[src/rtl/loop_mon_pkg.sv]
// Shared types and helpers for the loop status monitor.
// The status encoding and the saturating increment live here.
package loop_mon_pkg;

    typedef enum logic [1:0] {
        ST_IDLE      = 2'd0,
        ST_RUN       = 2'd1,
        ST_DONE_WAIT = 2'd2
    } status_e;

    // Widest counter the helper supports; callers zero-extend into it.
    localparam int unsigned SAT_MAX_W = 64;

    // Returns value+1 unless the low 'width' bits are already all ones.
    function automatic logic [SAT_MAX_W-1:0] sat_inc(
        input logic [SAT_MAX_W-1:0] value,
        input int unsigned          width
    );
        logic [SAT_MAX_W-1:0] mask;
        mask = (width >= SAT_MAX_W) ? '1 : ((64'd1 << width) - 64'd1);
        if ((value & mask) == mask) begin
            return value;
        end
        return value + 64'd1;
    endfunction

endpackage

[src/rtl/sat_counter.sv]
// Saturating up-counter with clear and hold; CNT_W must not exceed 64.
// Clear takes priority over increment, hold freezes everything.
module sat_counter
    import loop_mon_pkg::*;
#(
    parameter int CNT_W = 32
) (
    input  logic             clock,
    input  logic             reset,
    input  logic             inc,
    input  logic             clr,
    input  logic             hold,
    output logic [CNT_W-1:0] count
);

    logic [CNT_W-1:0] r_count;
    logic [CNT_W-1:0] w_count_inc;

    assign w_count_inc = CNT_W'(sat_inc(64'(r_count), CNT_W));

    always_ff @(posedge clock or posedge reset) begin
        if (reset) begin
            r_count <= '0;
        end else if (!hold) begin
            if (clr) begin
                r_count <= '0;
            end else if (inc) begin
                r_count <= w_count_inc;
            end
        end
    end

    assign count = r_count;

endmodule

[src/rtl/loop_status_monitor.sv]
// Observes an HLS block handshake and its loop FSM: transaction/iteration counts,
// latency, open iterations and overflow. Optional stall counter: LOOP_MON_STALL_CNT_EN.
module loop_status_monitor
    import loop_mon_pkg::*;
#(
    parameter int STATE_W      = 8,
    parameter int CNT_W        = 32,
    parameter int MAX_INFLIGHT = 1
) (
    input  logic                              clock,
    input  logic                              reset,
    input  logic                              finish,
    input  logic                              ap_start,
    input  logic                              ap_ready,
    input  logic                              ap_done,
    input  logic                              ap_continue,
    input  logic [STATE_W-1:0]                cur_state,
    input  logic [STATE_W-1:0]                iter_start_state,
    input  logic [STATE_W-1:0]                iter_end_state,
    input  logic                              iter_start_block,
    input  logic                              iter_end_block,
    input  logic                              iter_start_enable,
    input  logic                              iter_end_enable,
    output logic [1:0]                        status,
    output logic [CNT_W-1:0]                  trans_count,
    output logic [CNT_W-1:0]                  last_latency,
    output logic [CNT_W-1:0]                  iter_count,
    output logic [$clog2(MAX_INFLIGHT+1)-1:0] inflight,
    output logic                              overflow,
    output logic [CNT_W-1:0]                  stall_count,
    output logic                              frozen
);

    localparam int INF_W = $clog2(MAX_INFLIGHT + 1);
    localparam logic [INF_W-1:0] INF_MAX = INF_W'(MAX_INFLIGHT);

    status_e          r_state;
    status_e          w_state_next;
    logic             r_frozen;
    logic             w_txn_start;
    logic             w_run_exit;
    logic             w_done_in_run;
    logic             w_run;
    logic             w_start_ev;
    logic             w_end_ev;
    logic             w_start_err;
    logic             w_end_err;
    logic [CNT_W-1:0] w_latency;
    logic [CNT_W-1:0] r_last_latency;
    logic [INF_W-1:0] r_inflight;
    logic [INF_W-1:0] w_inflight_next;
    logic             r_overflow;
    logic             w_unused_ready;

    // ap_ready carries no information the counters need.
    assign w_unused_ready = ap_ready;

    always_ff @(posedge clock or posedge reset) begin
        if (reset) begin
            r_state <= ST_IDLE;
        end else if (!r_frozen) begin
            r_state <= w_state_next;
        end
    end

    always_comb begin
        w_state_next  = r_state;
        w_txn_start   = 1'b0;
        w_run_exit    = 1'b0;
        w_done_in_run = 1'b0;
        case (r_state)
            ST_IDLE: begin
                if (ap_start) begin
                    w_state_next = ST_RUN;
                    w_txn_start  = 1'b1;
                end
            end
            ST_RUN: begin
                if (ap_done) begin
                    w_done_in_run = 1'b1;
                    if (!ap_continue) begin
                        w_state_next = ST_DONE_WAIT;
                    end else if (ap_start) begin
                        w_state_next = ST_RUN;
                        w_txn_start  = 1'b1;
                    end else begin
                        w_state_next = ST_IDLE;
                        w_run_exit   = 1'b1;
                    end
                end
            end
            ST_DONE_WAIT: begin
                if (ap_continue) begin
                    if (ap_start) begin
                        w_state_next = ST_RUN;
                        w_txn_start  = 1'b1;
                    end else begin
                        w_state_next = ST_IDLE;
                    end
                end
            end
            default: w_state_next = ST_IDLE;
        endcase
    end

    assign w_run      = (r_state == ST_RUN);
    assign w_start_ev = (cur_state == iter_start_state) & iter_start_enable
                      & ~iter_start_block & w_run;
    assign w_end_ev   = (cur_state == iter_end_state) & iter_end_enable
                      & ~iter_end_block & w_run;

    // A new transaction (from any state) restarts the latency count.
    sat_counter #(.CNT_W(CNT_W)) u_latency (
        .clock (clock),
        .reset (reset),
        .inc   (w_run),
        .clr   (w_txn_start),
        .hold  (r_frozen),
        .count (w_latency)
    );

    sat_counter #(.CNT_W(CNT_W)) u_trans (
        .clock (clock),
        .reset (reset),
        .inc   (w_done_in_run),
        .clr   (1'b0),
        .hold  (r_frozen),
        .count (trans_count)
    );

    sat_counter #(.CNT_W(CNT_W)) u_iter (
        .clock (clock),
        .reset (reset),
        .inc   (w_end_ev),
        .clr   (1'b0),
        .hold  (r_frozen),
        .count (iter_count)
    );

`ifdef LOOP_MON_STALL_CNT_EN
    sat_counter #(.CNT_W(CNT_W)) u_stall (
        .clock (clock),
        .reset (reset),
        .inc   (w_run & (cur_state == iter_start_state) & iter_start_block),
        .clr   (1'b0),
        .hold  (r_frozen),
        .count (stall_count)
    );
`else
    assign stall_count = '0;
`endif

    always_ff @(posedge clock or posedge reset) begin
        if (reset) begin
            r_last_latency <= '0;
        end else if (!r_frozen && w_done_in_run) begin
            r_last_latency <= CNT_W'(sat_inc(64'(w_latency), CNT_W));
        end
    end

    // Simultaneous start and end cancel; errors leave the count pinned at its bound.
    assign w_start_err = w_start_ev & ~w_end_ev & (r_inflight == INF_MAX);
    assign w_end_err   = w_end_ev & ~w_start_ev & (r_inflight == '0);

    always_comb begin
        w_inflight_next = r_inflight;
        if (w_run_exit) begin
            w_inflight_next = '0;
        end else if (w_start_ev && !w_end_ev && !w_start_err) begin
            w_inflight_next = r_inflight + INF_W'(1);
        end else if (w_end_ev && !w_start_ev && !w_end_err) begin
            w_inflight_next = r_inflight - INF_W'(1);
        end
    end

    always_ff @(posedge clock or posedge reset) begin
        if (reset) begin
            r_inflight <= '0;
            r_overflow <= 1'b0;
        end else if (!r_frozen) begin
            r_inflight <= w_inflight_next;
            r_overflow <= r_overflow | w_start_err | w_end_err;
        end
    end

    always_ff @(posedge clock or posedge reset) begin
        if (reset) begin
            r_frozen <= 1'b0;
        end else if (finish) begin
            r_frozen <= 1'b1;
        end
    end

    assign status       = r_state;
    assign last_latency = r_last_latency;
    assign inflight     = r_inflight;
    assign overflow     = r_overflow;
    assign frozen       = r_frozen;

endmodule

[config.mk]
export PLATFORM = sky130hd
export DESIGN_NAME = loop_status_monitor
export DESIGN_NICKNAME = d
export VERILOG_FILES = /design/src/rtl/loop_mon_pkg.sv /design/src/rtl/sat_counter.sv /design/src/rtl/loop_status_monitor.sv
export SDC_FILE = /design/constraint.sdc
export NUM_CORES = 1
export LEC_CHECK = 0
export BUFFER_PORTS_ARGS = -buffer_cell sky130_fd_sc_hd__buf_2
export CAP_MARGIN = 20
export CELL_PAD_IN_SITES_DETAIL_PLACEMENT = 1
export CELL_PAD_IN_SITES_GLOBAL_PLACEMENT = 2
export CORE_MARGIN = 4
export CORE_UTILIZATION = 25
export CTS_CLUSTER_DIAMETER = 80
export DETAILED_ROUTE_END_ITERATION = 8
export GPL_ROUTABILITY_DRIVEN = 0
export GPL_TIMING_DRIVEN = 0
export PLACE_DENSITY = 0.63
export SLEW_MARGIN = 15
export SYNTH_ARGS = -nofsm -noshare
export SYNTH_HDL_FRONTEND = slang
export SYNTH_SLANG_ARGS = --single-unit
export TNS_END_PERCENT = 20
[constraint.sdc]
create_clock -name clock -period 12.03 [get_ports clock]
set_input_delay 1.203 -clock clock [delete_from_list [all_inputs] [get_ports clock]]
set_output_delay 1.203 -clock clock [all_outputs]
set_load 0.01 [all_outputs]
After elaboration in Yosys (flattened, before gate mapping)
Index checks and enable logic that the tools add are counted.
- input bits: 35
- output and inout bits: 133
- register bits: 133
- logic and storage cells: 91
- bitwise operators: 18
- mux-type cells: 30
- reduce and logical (&&, ||, !) cells: 18
- equal/unequal tests: 12
- add/sub/neg operators: 5
- operator list (kind ; count):
    32-bit 2-to-1 mux ; 7
    32-bit by 1-bit adder with 32-bit output, second input constant ; 3
    32-bit == test, second input constant ; 3
    1-bit 2-to-1 mux ; 17
    8-bit == test ; 2
    1-bit bitwise AND ; 10
    2-bit != test, second input constant ; 5
    2-bit 2-to-1 mux ; 4
    1-bit inverter ; 6
    2-bit one-hot mux with 3 select lines ; 1
    3-bit AND reduction ; 2
    1-bit logical AND ; 5
    1-bit logical NOT ; 5
    2-bit AND reduction ; 2
    4-bit AND reduction ; 1
    1-bit one-hot mux with 3 select lines ; 1
    3-bit nonzero test ; 1
    2-bit by 1-bit == test with 1-bit output, second input constant ; 1
    2-bit == test, second input constant ; 1
    2-bit logical NOT ; 1
    1-bit OR ; 2
    2-bit nonzero test ; 1
    1-bit adder, second input constant ; 1
    1-bit subtractor, second input constant ; 1

Longest topological paths before layout
- depth in word-level cells: 12
- mapped depth: 9
- gate-level depth less buffers: 7

Hierarchy
Synthesis repeated with hierarchy kept, for this count alone.
- cell total of the unflattened synthesis: 1040
- area total of the unflattened synthesis: 9366.5 um^2
- by module, submodules not included (module ; sequential area each (um^2) ; cells an instance ; area each (um^2) ; instances):
    sat_counter ; 800.8 ; 237 ; 2205.9 ; 3
    loop_status_monitor ; 925.9 ; 329 ; 2748.9 ; 1

Least setup slack after synthesis
Ideal clock, no wire load.
- kind: input -> register
- from: input port cur_state[7]
- to: register u_iter.r_count[29] (netlist: u_iter.count[29])
- setup slack: 9269 ps
- setup time: 79 ps
- buffers on the path: 0
- required time: 11951 ps
- stages on the path: 6
- data arrival time: 2682 ps
- cells stage by stage: xor2_1 or3_1 nor4_4 nand4_4 nor4_2 xor2_1
- word-level cells in the longest chain between the ends: 5
- RTL lines (what ; line ; text):
    start: declaration ; loop_status_monitor.sv:17 ; input logic [STATE_W-1:0] cur_state,
    8-bit == test ; loop_status_monitor.sv:109 ; assign w_end_ev = (cur_state == iter_end_state) & iter_end_enable
    1-bit bitwise AND ; loop_status_monitor.sv:109 ;
    1-bit bitwise AND (2 in series) ; loop_status_monitor.sv:110 ; & ~iter_end_block & w_run;
    3-bit AND reduction (no source line) ; n/a ;
    end signal: assignment ; sat_counter.sv:28 ; r_count <= w_count_inc;
    end: declaration ; sat_counter.sv:16 ; logic [CNT_W-1:0] r_count;
No other way between the ends.
A chain may end at the register's enable or synchronous reset.

Final worst setup path
- from: input port ap_continue
- to: register u_latency.r_count[18] (netlist: u_latency.count[18])
- word-level cells in the longest chain between the ends: 5
- elaborated cells between the ends (all ways): 6
- classes of those cells: mux (4); reduce/logical (2)
- RTL lines (what ; line ; text):
    start: declaration ; loop_status_monitor.sv:16 ; input logic ap_continue,
    1-bit 2-to-1 mux (*) ; loop_status_monitor.sv:93 ; if (ap_continue) begin
    1-bit 2-to-1 mux ; loop_status_monitor.sv:79 ; if (ap_done) begin
    1-bit one-hot mux with 3 select lines (*) ; loop_status_monitor.sv:71 ; case (r_state)
    2-bit nonzero test (no source line) ; n/a ;
    2-bit AND reduction (no source line) ; n/a ;
    end signal: assignment ; sat_counter.sv:28 ;
    end: declaration ; sat_counter.sv:16 ;
Mark *: on every way between the ends. The rest lies on a longest branch, timed or not.

==> out/metrics.csv <==
stage,metric,value,unit
logic_synthesis,Post-synth EDFFs,0,
sta,Slew HR,34.6,%
placed_design,PortBufs,134,
layout,Ant. Diodes,0,
power_and_ir_drop,Power Density,124,mW/mm²
clock_network,CTS root buf,clkbuf_16,
routing,routed vias,6074,
layout,fillcell total,3386,
worst_setup_path,Setup CP Type,input port to flop,
worst_setup_path,CP startpoint kind,input port,
floorplan,die width,178,µm
routing,routed vias/inst,4.60,
layout,Nets,962,
routing,Remaining DRCs,0,
clock_network,# Post-CTS Setup Buffers,0,
global_route,initial antenna violation count,0,
sta,clock period minus worst slack,2.87,ns
clock_network,clock sink count,133,
clock_network,Post-CTS Hold Buffers,0,
worst_setup_path,"Data arrival, critical path",3.22,ns
run_status,outcome,"finished, final reports clean",
floorplan,full die area,0.0318,mm²
sta,worst clock skew,0.0145,ns
logic_synthesis,Mean Syn Cell Area,9.82,µm²
logic_synthesis,"top cells by area, synth","dfrtp_1, xnor2_1, nand2_1, o21ai_0, buf_4",
clock_network,CTS Buffer Depth,2,
logic_synthesis,Yosys reg bits,133,
clock_network,# H-tree levels,4,
routing,Routed WL,21.6,mm
sta,Max Slew Vio Count,0,
worst_setup_path,Worst Setup SP,ap_continue,
sta,setup ws final,9.16,ns
worst_setup_path,maximum fanout along the worst path,10,
layout,layout cells sized above 1,25.6,%
sta,Worst Tran Pin Value,0.974,ns
layout,Area Growth Syn to Fin,26.9,%
sta,RSZ-0062 raised after global routing,false,
sta,"Hold Vio Cnt, Final",0,
logic_synthesis,ys async rst share,100,%
logic_synthesis,dominant cell type by area after synthesis,dfrtp_1,
placed_design,"worst slack, placed",8.60,ns
logic_synthesis,Mapped Cells,739,
placed_design,post-DP HPWL,15.7,mm
logic_synthesis,synthesized area,0.00726,mm²
routing,drt first pass iters,4,
clock_network,number of buffers created by CTS,17,
hold_path,HP Class,flop to flop,
floorplan,DIE HEIGHT,178,µm
logic_synthesis,top_reg_cell synth,dfrtp_1,
global_route,first-pass GRT wire length,35.0,mm
clock_network,worst-skew pair later-pin latency,0.42,ns
logic_synthesis,YS warnings,0,
global_route,pin count of the biggest net entering global routing,84,
logic_synthesis,count of unique library cells instantiated by Yosys,70,
worst_setup_path,crit path capture type,flop,
sta,Final TNS setup,0,ns
worst_setup_path,r2r startpoint,u_iter.count[0],
sta,Max Fclk,348,MHz
power_and_ir_drop,P_leak,0.00421,µW
floorplan,core area,0.0287,mm²
layout,"most common cell after layout, fill and taps aside",buf_2,
routing,DR iter-0 viols,216,
routing,DR WL/cell,16.4,µm
floorplan,I/O pins,168,
worst_setup_path,CP required,12.38,ns
global_route,number of global-route vias before repair,6269,
floorplan,std cell rows,62,
clock_network,"Clk pin slew, worst setup/hold paths",0.07,ns
routing,antenna-violating nets left,0,
power_and_ir_drop,Worst VDD drop,0.0931,mV
layout,most frequent cells in the layout,"buf_2, dfrtp_1, nand2_1, xnor2_1, o21ai_0",
logic_synthesis,Synth top area share,45.9,%
clock_network,Resized Gates After CTS,0,
hold_path,Hold Startpoint,overflow,
floorplan,Initial Utilization,25.3,%
sta,final setup fails,0,
logic_synthesis,"Seq/Total Area, Yosys",45.9,%
sta,final hold slack,0.462,ns
global_route,grt ovf,0,
sta,period utilisation layout,23.9,%
clock_network,TritonCTS clock tree,built,
flow_run,number of max-cap violations,0,
global_route,total track usage,13.8,%
==> cell usage after synthesis, drive strengths merged, types with 3 or more instances <==
master,instances
xnor2,85
a21o,3
a41oi,3
a31oi,22
nor4,6
nor2,28
o31ai,9
nand4,42
nor3b,4
a22o,3
nor2b,3
clkbuf,24
nand3,35
a21oi,13
and4,19
or3,6
buf,45
o21ai,57
xor2,21
nor3,12
a211o,3
nand2b,3
dfrtp,133
mux2,3
ha,3
or2,3
inv,11
and3,19
o22ai,3
and2,10
nand2,86
a211oi,3
==> worst max-delay path: stages <==
cell and delay (ns):
buf_2 0.15, a311oi_1 0.84, clkbuf_1 0.60, o21ai_0 0.21, a31oi_1 0.20
==> metrics by stage <==
| step | cells | total power [µW] | area, µm² | util, % |
|---|---|---|---|---|
| after floorplan | 770 | 531 | 7370 | - |
| after global placement | 1288 | 559 | 8520 | 29.7 |
| after detailed placement | 1289 | 562 | 8560 | 29.8 |
| after CTS | 1321 | 1160 | 9210 | 32.1 |
| after global routing | 1321 | 1190 | 9210 | 32.1 |
| final | 1321 | 1140 | 9210 | 32.1 |
==> layout make-up <==
type	instances	area, µm²	share of cell area (%)
plain buffers	69	418	4.54
inverters	11	48.8	0.530
multi-input cells	557	3590	38.9
flip-flops and latches	133	3330	36.1
clock inverters	13	218	2.36
repair buffers	135	698	7.58
well taps	384	480	5.22
clock buffers	19	433	4.70
==> cell families (layout without fill, tap and decap cells) <==
logic type,Yosys count,in the layout,share of synthesized area [%]
adders and majority gates,3,3,0.517
xor gates and xnor gates,106,106,12.8
muxes,4,4,0.603
other,1,32,0.0517
and+or+nand+nor,286,286,22.7
AOI/OAI and AO/OA,126,126,11.2
DFF,133,133,45.9
buffers and inverters,80,247,6.33
==> worst paths after layout <==
kind	to	slack, ns	depth (start not counted)
min reg2reg	overflow	0.46	1
min in group asynchronous	u_trans.count[12]	0.80	2
max in group asynchronous	u_latency.count[5]	10.46	3
min	overflow	0.46	1
max reg2reg	u_iter.count[17]	9.29	9
max	u_latency.count[18]	9.16	5
==> sequential cells by signal, summed over array words and instances, names as in the netlist <==
name / flops
last_latency: 32
overflow: 1
u_trans.count: 32
inflight: 1
status: 2
frozen: 1
u_iter.count: 32
u_latency.count: 32
==> metal layers <==
metal,global-route usage [%],vias to the layer above,wire [µm]
li1,-,2944,-
met1,19.1,2999,10300
met4,3.71,0,230
met5,0,-,0
met3,2.50,15,938
met2,22.1,116,10100
==> power breakdown <==
| part | total (µW) | switching [µW] | leakage [µW] | internal, µW |
|---|---|---|---|---|
| combinational | 80.7 | 47.1 | 0.00211 | 33.6 |
| sequential | 472 | 11.9 | 0.00179 | 460 |
| clock | 592 | 219 | 0.000310 | 372 |
Note: power is estimated with default switching activity, not from simulation.
